## config.mk

```make
export PLATFORM = sky130hd
export DESIGN_NAME = ser_xmtr
export DESIGN_NICKNAME = d
export VERILOG_FILES = /design/src/rtl/ser_link_pkg.sv /design/src/rtl/crc32_one_bit.sv /design/src/rtl/ser_xmtr.sv
export SDC_FILE = /design/constraint.sdc
export NUM_CORES = 1
export LEC_CHECK = 0
export CORE_AREA = 3 3 97 99
export DETAILED_ROUTE_END_ITERATION = 10
export DIE_AREA = 0 0 100 102
export PLACE_DENSITY = 0.75
export SLEW_MARGIN = 20
export SYNTH_ARGS = -nofsm -noshare
export SYNTH_HDL_FRONTEND = slang
export SYNTH_SLANG_ARGS = --single-unit
```

## constraint.sdc

```tcl
create_clock -name i_clk -period 2.6 [get_ports i_clk]
set_input_delay 0.65 -clock i_clk [delete_from_list [all_inputs] [get_ports i_clk]]
set_output_delay 0.65 -clock i_clk [all_outputs]
set_load 0.1 [all_outputs]
```

## src/rtl/ser_link_pkg.sv

```systemverilog
// Shared definitions for the serial link transmitter/receiver pair:
// FSM state encoding, frame field widths, terminal bit counts and the
// CRC32 generator polynomial used by the bit-serial CRC step.
package ser_link_pkg;

    localparam int DATA_BITS = 16;
    localparam int CRC_BITS  = 32;

    // Terminal values of the 5-bit bit counter in each serial phase.
    localparam logic [4:0] DATA_LAST = 5'(DATA_BITS - 1);
    localparam logic [4:0] CRC_LAST  = 5'(CRC_BITS - 1);

    // CRC32 generator polynomial, normal (MSB-first) form.
    localparam logic [CRC_BITS-1:0] CRC32_POLY = 32'h04C1_1DB7;

    typedef enum logic [2:0] {
        IDLE = 3'd0,
        SYNC = 3'd1,
        DATA = 3'd2,
        CRC  = 3'd3,
        GAP  = 3'd4
    } state_e;

endpackage

```

## src/rtl/crc32_one_bit.sv

```systemverilog
// One bit of an MSB-first CRC32 shift: feeds a single serial data bit into
// the running CRC. Shared with the receiver so both ends agree bit-for-bit.
module crc32_one_bit
    import ser_link_pkg::*;
(
    input  logic [CRC_BITS-1:0] crcIn,
    input  logic                data,
    output logic [CRC_BITS-1:0] crcOut
);

    logic feedback_s;

    // Feedback is the outgoing CRC MSB xor the incoming bit; on feedback the
    // shifted value is folded with the polynomial.
    always_comb begin
        feedback_s = crcIn[CRC_BITS-1] ^ data;
        if (feedback_s) begin
            crcOut = {crcIn[CRC_BITS-2:0], 1'b0} ^ CRC32_POLY;
        end else begin
            crcOut = {crcIn[CRC_BITS-2:0], 1'b0};
        end
    end

endmodule

```

## src/rtl/ser_xmtr.sv

```systemverilog
// Serial frame transmitter. Takes one 16-bit word over valid/ready, sends a
// one-cycle frame sync, then the word MSB-first, accumulating a bit-serial
// CRC32 seeded per frame. Build macro SER_XMTR_CRC_TRAILER_EN appends the
// final CRC (MSB first) as a 32-bit trailer after the data bits.
//
// After the last serial bit the FSM sits in GAP for GAP_CYCLES+1 cycles: the
// first of these carries the o_done pulse, the rest are the forced idle gap.
module ser_xmtr
    import ser_link_pkg::*;
#(
    parameter int GAP_CYCLES = 0
) (
    input  logic                 i_clk,
    input  logic                 i_rst,
    input  logic [DATA_BITS-1:0] i_data,
    input  logic [CRC_BITS-1:0]  i_crc,
    input  logic                 i_vld,
    output logic                 o_rdy,
    output logic                 o_fs,
    output logic                 o_d,
    output logic [CRC_BITS-1:0]  o_crc,
    output logic                 o_done
);

    localparam logic [7:0] GAP_LAST = 8'(GAP_CYCLES);

    state_e                state_r;
    state_e                state_s;
    logic [4:0]            bit_cnt_r;
    logic [7:0]            gap_cnt_r;
    logic [DATA_BITS-1:0]  shift_r;
    logic [CRC_BITS-1:0]   crc_r;
    logic [CRC_BITS-1:0]   crc_step_s;
    logic [CRC_BITS-1:0]   o_crc_r;
    logic                  accept_s;
    logic                  o_fs_s;
    logic                  o_d_s;
    logic                  o_done_s;
    logic                  o_fs_r;
    logic                  o_d_r;
    logic                  o_done_r;

    assign o_rdy    = (state_r == IDLE) & ~i_rst;
    assign accept_s = i_vld & o_rdy;

    // The bit being launched onto o_d this edge is the MSB of the shifter.
    crc32_one_bit u_crc32_one_bit (
        .crcIn  (crc_r),
        .data   (shift_r[DATA_BITS-1]),
        .crcOut (crc_step_s)
    );

    // FSM state register with synchronous reset.
    always_ff @(posedge i_clk) begin
        if (i_rst) begin
            state_r <= IDLE;
        end else begin
            state_r <= state_s;
        end
    end

    // FSM next-state decode.
    always_comb begin
        state_s = state_r;
        case (state_r)
            IDLE: begin
                if (accept_s) begin
                    state_s = SYNC;
                end else begin
                    state_s = IDLE;
                end
            end
            SYNC: begin
                state_s = DATA;
            end
            DATA: begin
                if (bit_cnt_r == DATA_LAST) begin
`ifdef SER_XMTR_CRC_TRAILER_EN
                    state_s = CRC;
`else
                    state_s = GAP;
`endif
                end else begin
                    state_s = DATA;
                end
            end
`ifdef SER_XMTR_CRC_TRAILER_EN
            CRC: begin
                if (bit_cnt_r == CRC_LAST) begin
                    state_s = GAP;
                end else begin
                    state_s = CRC;
                end
            end
`endif
            GAP: begin
                if (gap_cnt_r == GAP_LAST) begin
                    state_s = IDLE;
                end else begin
                    state_s = GAP;
                end
            end
            default: begin
                state_s = IDLE;
            end
        endcase
    end

    // Next values of the registered line outputs, one cycle ahead of the wire.
    always_comb begin
        o_fs_s   = 1'b0;
        o_d_s    = 1'b0;
        o_done_s = 1'b0;
        case (state_r)
            IDLE: begin
                o_fs_s = accept_s;
            end
            SYNC: begin
                o_d_s = shift_r[DATA_BITS-1];
            end
            DATA: begin
                if (bit_cnt_r != DATA_LAST) begin
                    o_d_s = shift_r[DATA_BITS-1];
                end else begin
`ifdef SER_XMTR_CRC_TRAILER_EN
                    o_d_s = crc_r[CRC_BITS-1];
`else
                    o_done_s = 1'b1;
`endif
                end
            end
`ifdef SER_XMTR_CRC_TRAILER_EN
            CRC: begin
                if (bit_cnt_r != CRC_LAST) begin
                    o_d_s = crc_r[CRC_BITS-1];
                end else begin
                    o_done_s = 1'b1;
                end
            end
`endif
            default: begin
                o_d_s = 1'b0;
            end
        endcase
    end

    // Datapath: word/seed capture, shifting, CRC accumulation and counters.
    always_ff @(posedge i_clk) begin
        if (i_rst) begin
            bit_cnt_r <= 5'd0;
            gap_cnt_r <= 8'd0;
            shift_r   <= '0;
            crc_r     <= '0;
            o_crc_r   <= '0;
        end else begin
            case (state_r)
                IDLE: begin
                    bit_cnt_r <= 5'd0;
                    gap_cnt_r <= 8'd0;
                    if (accept_s) begin
                        shift_r <= i_data;
                        crc_r   <= i_crc;
                    end
                end
                SYNC: begin
                    shift_r   <= {shift_r[DATA_BITS-2:0], 1'b0};
                    crc_r     <= crc_step_s;
                    bit_cnt_r <= 5'd0;
                end
                DATA: begin
                    gap_cnt_r <= 8'd0;
                    if (bit_cnt_r != DATA_LAST) begin
                        shift_r   <= {shift_r[DATA_BITS-2:0], 1'b0};
                        crc_r     <= crc_step_s;
                        bit_cnt_r <= bit_cnt_r + 5'd1;
                    end else begin
                        o_crc_r   <= crc_r;
                        bit_cnt_r <= 5'd0;
`ifdef SER_XMTR_CRC_TRAILER_EN
                        // Trailer bit 31 is launched now; crc_r becomes its shifter.
                        crc_r     <= {crc_r[CRC_BITS-2:0], 1'b0};
`endif
                    end
                end
`ifdef SER_XMTR_CRC_TRAILER_EN
                CRC: begin
                    gap_cnt_r <= 8'd0;
                    crc_r     <= {crc_r[CRC_BITS-2:0], 1'b0};
                    if (bit_cnt_r != CRC_LAST) begin
                        bit_cnt_r <= bit_cnt_r + 5'd1;
                    end else begin
                        bit_cnt_r <= 5'd0;
                    end
                end
`endif
                GAP: begin
                    gap_cnt_r <= gap_cnt_r + 8'd1;
                end
                default: begin
                    bit_cnt_r <= 5'd0;
                    gap_cnt_r <= 8'd0;
                end
            endcase
        end
    end

    // Output registers so o_fs/o_d/o_done come straight from flops.
    always_ff @(posedge i_clk) begin
        if (i_rst) begin
            o_fs_r   <= 1'b0;
            o_d_r    <= 1'b0;
            o_done_r <= 1'b0;
        end else begin
            o_fs_r   <= o_fs_s;
            o_d_r    <= o_d_s;
            o_done_r <= o_done_s;
        end
    end

    assign o_fs   = o_fs_r;
    assign o_d    = o_d_r;
    assign o_done = o_done_r;
    assign o_crc  = o_crc_r;

endmodule

```

Yosys cells after proc, flatten, opt, wreduce, memory -nomap -nowiden
Cells that the tools add are included.

Add/sub/neg operators: 2. Multipliers: 0. Divide/modulo/power cells: 0. Order comparisons: 0. Eq/ne operators: 7. Shift operators: 0. Mux-type cells: 17. Bitwise operators: 8. Reduce and logical (&&, ||, !) cells: 7.

Operators with widths (number): case mux 32 bit (3 select lines) (1); two-way mux 32 bit (2); case mux 16 bit (3 select lines) (1); two-way mux 16 bit (2); two-way mux 27 bit (1); case mux 8 bit (2 select lines) (1); inverter 14 bit (1); case mux 3 bit (4 select lines) (1); case mux 5 bit (2 select lines) (1); adder 8 x 1 -> 8 bit (second input constant) (1); zero test 8 bit (1); two-way mux 3 bit (2); adder 5 x 1 -> 5 bit (second input constant) (1); == test 5 x 4 -> 1 bit (second input constant) (1); two-way mux 5 bit (1); != test 5 x 4 -> 1 bit (second input constant) (1); != test 2 bit (second input constant) (2); inverter 1 bit (4); OR reduction 2 bit (2); == test 3 x 1 -> 1 bit (second input constant) (1); == test 3 x 2 -> 1 bit (second input constant) (1); == test 3 bit (second input constant) (1); zero test 3 bit (1); two-way mux 1 bit (3); other kinds (6) (7).

Register bits after elaboration: 99. Bits in latches: 0. RAM bits: 0. Bits in read-only memories: 0. Bits of input ports: 51. Output and inout port bits: 36. Logic and storage cells: 50. Memories kept: 0.

Longest topological paths before layout
Depth in word-level cells: 5. Depth in mapped cells: 7. Gate-level depth less buffers: 5.

Cells and area by module
A second synthesis with hierarchy kept.

Cells, all modules: 556. Area, all modules: 4878.4 um^2.

By module, submodules not included: ser_xmtr (times used 1, cells an instance 520, area each 4369.2 um^2, sequential area each 1981.9 um^2); crc32_one_bit (times used 1, cells an instance 36, area each 509.2 um^2, sequential area each 0.0 um^2).

Worst setup path before layout
Ideal clock, no wire load.

Path type: in2out. From: input port i_rst. To: output port o_rdy. Data arrival time: 3.335 ns. Required time: 1.950 ns. Path slack: -1.385 ns. Cell stages on the path: 4. Path buffers: 2. Cells stage by stage: clkbuf_1 > or2_2 > clkbuf_1 > nor3_1.

Cells in the longest elaborated chain, start to end: 2.

Ends and longest elaborated chain: start, declared (RTL line ser_xmtr.sv:14) `input logic i_rst,`; inverter 1 bit (RTL line ser_xmtr.sv:43) `assign o_rdy = (state_r == IDLE) & ~i_rst;`; bitwise AND 1 bit (RTL line ser_xmtr.sv:43); end, declared (RTL line ser_xmtr.sv:18) `output logic o_rdy,`.

Every way passes these cells.

Final worst setup path
From: register state_r[1]. To: output port o_rdy.

Cells in the longest elaborated chain, start to end: 2.

Ends and longest elaborated chain: start, declared (RTL line ser_xmtr.sv:27) `state_e state_r;`; start signal, assigned (RTL line ser_xmtr.sv:58) `state_r <= state_s;`; zero test 3 bit (RTL line ser_xmtr.sv:43); bitwise AND 1 bit (RTL line ser_xmtr.sv:43).

Every way passes these cells.

==> impl_metrics.env <==
export IMPL_outcome="complete, no violations"
export IMPL_relSlewSlack=0.405
export IMPL_power_density_nw_per_um2=623
export IMPL_fin_util=0.625
export IMPL_cts_buffer_depth=2
export IMPL_hold_path_class="reg -> reg"
export IMPL_finalCritPeriodShare=0.881
export IMPL_post_drt_wl_per_cell_microns=15.0
export IMPL_end_kind="output port"
export IMPL_insertion_delay_ps=360
export IMPL_fmax_ghz=0.437
export IMPL_first_global_vias=3911
export IMPL_rsz0062_at_grt="false"
export IMPL_yosys_warnings=0
export IMPL_top_level_ports=87
export IMPL_die_area_sq_um=10200
export IMPL_overflow=0
export IMPL_vias_per_cell=5.67
export IMPL_ant_nets=0
export IMPL_start_util=0.499
export IMPL_htree_levels=3
export IMPL_drtIter0Drc=270
export IMPL_finalMaxSlewViolations=0
export IMPL_wirelength_mm=10.8
export IMPL_fill_cells=761
export IMPL_setup_viol=0
export IMPL_die_width_microns=100
export IMPL_syn_nets=593
export IMPL_synth_distinct_cells=42
export IMPL_finalNetCount=658
export IMPL_ff_latch_area_sq_um=1980
export IMPL_grt_max_degree=87
export IMPL_worstPathRequired_ps=1950
export IMPL_synth_area_sq_um=4310
export IMPL_clk_pin_slew_ps=100
export IMPL_fin_crit_ps=2290
export IMPL_cts_tree="done"
export IMPL_dr_pass1_iters=4
export IMPL_p_leak_nw=1.94
export IMPL_cap_violations=0
export IMPL_hold_buffers=0
export IMPL_design_core_area_sq_um=8640
export IMPL_synth_avg_cell_area_sq_um=8.00
export IMPL_async_flop_share=0
export IMPL_antenna_found_initial=0
export IMPL_cp_start_kind="register"
export IMPL_ys_ff_latch=99
export IMPL_cp_arrival_ps=1640
export IMPL_routed_via_count=4066
export IMPL_rows=34
export IMPL_fin_hold_ws_ps=460
export IMPL_grt_first_pass_wirelength_mm=17.6
export IMPL_drive_gt1_frac=0.128
export IMPL_multi_input_area_sq_um=2130
export IMPL_synth_seq_area_share=0.460
export IMPL_cp_max_fo=9
export IMPL_syn_inst=539
export IMPL_areaGrowthSynthToFinish_pct=25.2
export IMPL_routabilityCongestion=0.818
export IMPL_critPathKind="reg -> out"
export IMPL_fp_dieH_microns=102
export IMPL_synth_edf_count=0
export IMPL_r2r_setup_slack_ps=510
export IMPL_ir_worst_vdd_v=0.000290
export IMPL_clock_sinks=99
export IMPL_antenna_cells=0
export IMPL_ctsResizeCount=0
export IMPL_cts_buffers=9
export IMPL_post_cts_buffers=0
export IMPL_skew_ps=12.4
export IMPL_finalHoldViolCount=0
export IMPL_drc_errors=0
export IMPL_grt_total_usage=0.209
export IMPL_io_buffers=86
export IMPL_dp_hpwl_mm=7.10
export IMPL_synth_ff_type="dfxtp_1"
export IMPL_cts_root_buf="clkbuf_8"
export IMPL_worstMarginPinSlew_ps=893
## power by group
group	internal (mW)	switching [mW]	total, mW
clock network	0.445	0.537	0.982
logic	0.306	0.364	0.670
registers	1.62	0.0870	1.71
total	2.37	0.988	3.36
## cells in the mapped netlist, types with 3 or more instances
cell	instances	area, sq um
a21oi_1	44	220
a311oi_1	46	403
a31oi_1	3	18.8
and2_1	3	18.8
buf_2	20	100
buf_4	7	52.6
clkbuf_1	20	75.1
dfxtp_1	99	1980
ha_1	3	37.5
nand2_1	163	612
nand2b_1	4	25.0
nand3_1	4	20.0
nand3b_1	3	22.5
nor2_1	14	52.6
nor2b_1	3	18.8
nor3_1	49	245
o21ai_0	8	40.0
or3_1	4	25.0
xnor2_1	14	123
## worst max-delay path: stages, from the launching register on
cell     delay (ps)
dfxtp_1         330
buf_4           170
or2_4           310
nor3_4          260
buf_12          210
## per-stage QoR
step	instance area [sq um]	setup WS [ps]	instances	TNS (ps)	power [mW]
floorplan	4350	-18.2	539	-18.2	2.20
global placement	5180	383	700	0	2.39
detailed placement	5180	243	700	0	2.41
CTS	5370	295	716	0	3.38
global route	5400	255	717	0	3.52
finish	5400	311	717	0	3.36
## cells in the final DEF, fill, tap and decap left out, drive strengths merged, types with 2 or more instances in the layout
| cell type | count |
|---|---|
| nor2 | 15 |
| a311oi | 46 |
| nor2b | 3 |
| xnor2 | 15 |
| a21oi | 44 |
| clkbuf | 10 |
| buf | 52 |
| dfxtp | 99 |
| nand3 | 4 |
| nor3 | 51 |
| o21ai | 9 |
| nand2 | 164 |
| and3 | 2 |
| o211ai | 2 |
| clkinv | 2 |
| or3 | 4 |
| nand4b | 2 |
| nand2b | 4 |
| clkinvlp | 3 |
| and2 | 3 |
| clkdlybuf4s50 | 49 |
| or2 | 2 |
| a31oi | 3 |
| inv | 2 |
| ha | 3 |
| nand3b | 3 |
## layer usage
layer	global-route usage	part of all wire	wire length, microns	up-vias
met3	0.0341	0.056	600	17
met1	0.278	0.46	4910	1897
li1	-	-	-	2012
met4	0.105	0.015	157	0
met2	0.330	0.47	5090	140
met5	0	0	0	-
## kinds of logic (layout without fill, tap and decap cells)
family | after synthesis | count (layout) | synth area share
DFF | 99 | 99 | 0.460
xor gates and xnor gates | 16 | 16 | 0.0342
buffers and inverters | 49 | 119 | 0.0545
AOI/OAI and AO/OA | 110 | 110 | 0.174
adders and majority gates | 3 | 3 | 0.00870
and+or+nand+nor | 262 | 262 | 0.269
## worst paths after layout
check | depth (start not counted) | from | endpoint
max | 4 | state_r[1] | o_rdy
min | 2 | o_crc[22] | o_crc[22]
max reg2reg | 6 | bit_cnt_r[0] | crc_r[16]
min reg2reg | 2 | o_crc[22] | o_crc[22]
## state kept, by name, summed over array words and instances, names as in the netlist
register	count
o_crc	32
bit_cnt_r	5
state_r	3
shift_r	16
o_done	1
crc_r	32
gap_cnt_r	8
o_d	1
o_fs	1
## area by class of cell
| cell class | count | area share |
|---|---|---|
| clock buffer | 10 | 0.0236 |
| clock inverter | 6 | 0.0123 |
| inverter | 2 | 0.00139 |
| tap | 108 | 0.0250 |
| sequential | 99 | 0.367 |
| timing repair buffer | 101 | 0.176 |
| multi-input combinational | 391 | 0.395 |
No activity file was read; power rests on OpenSTA's default activity.
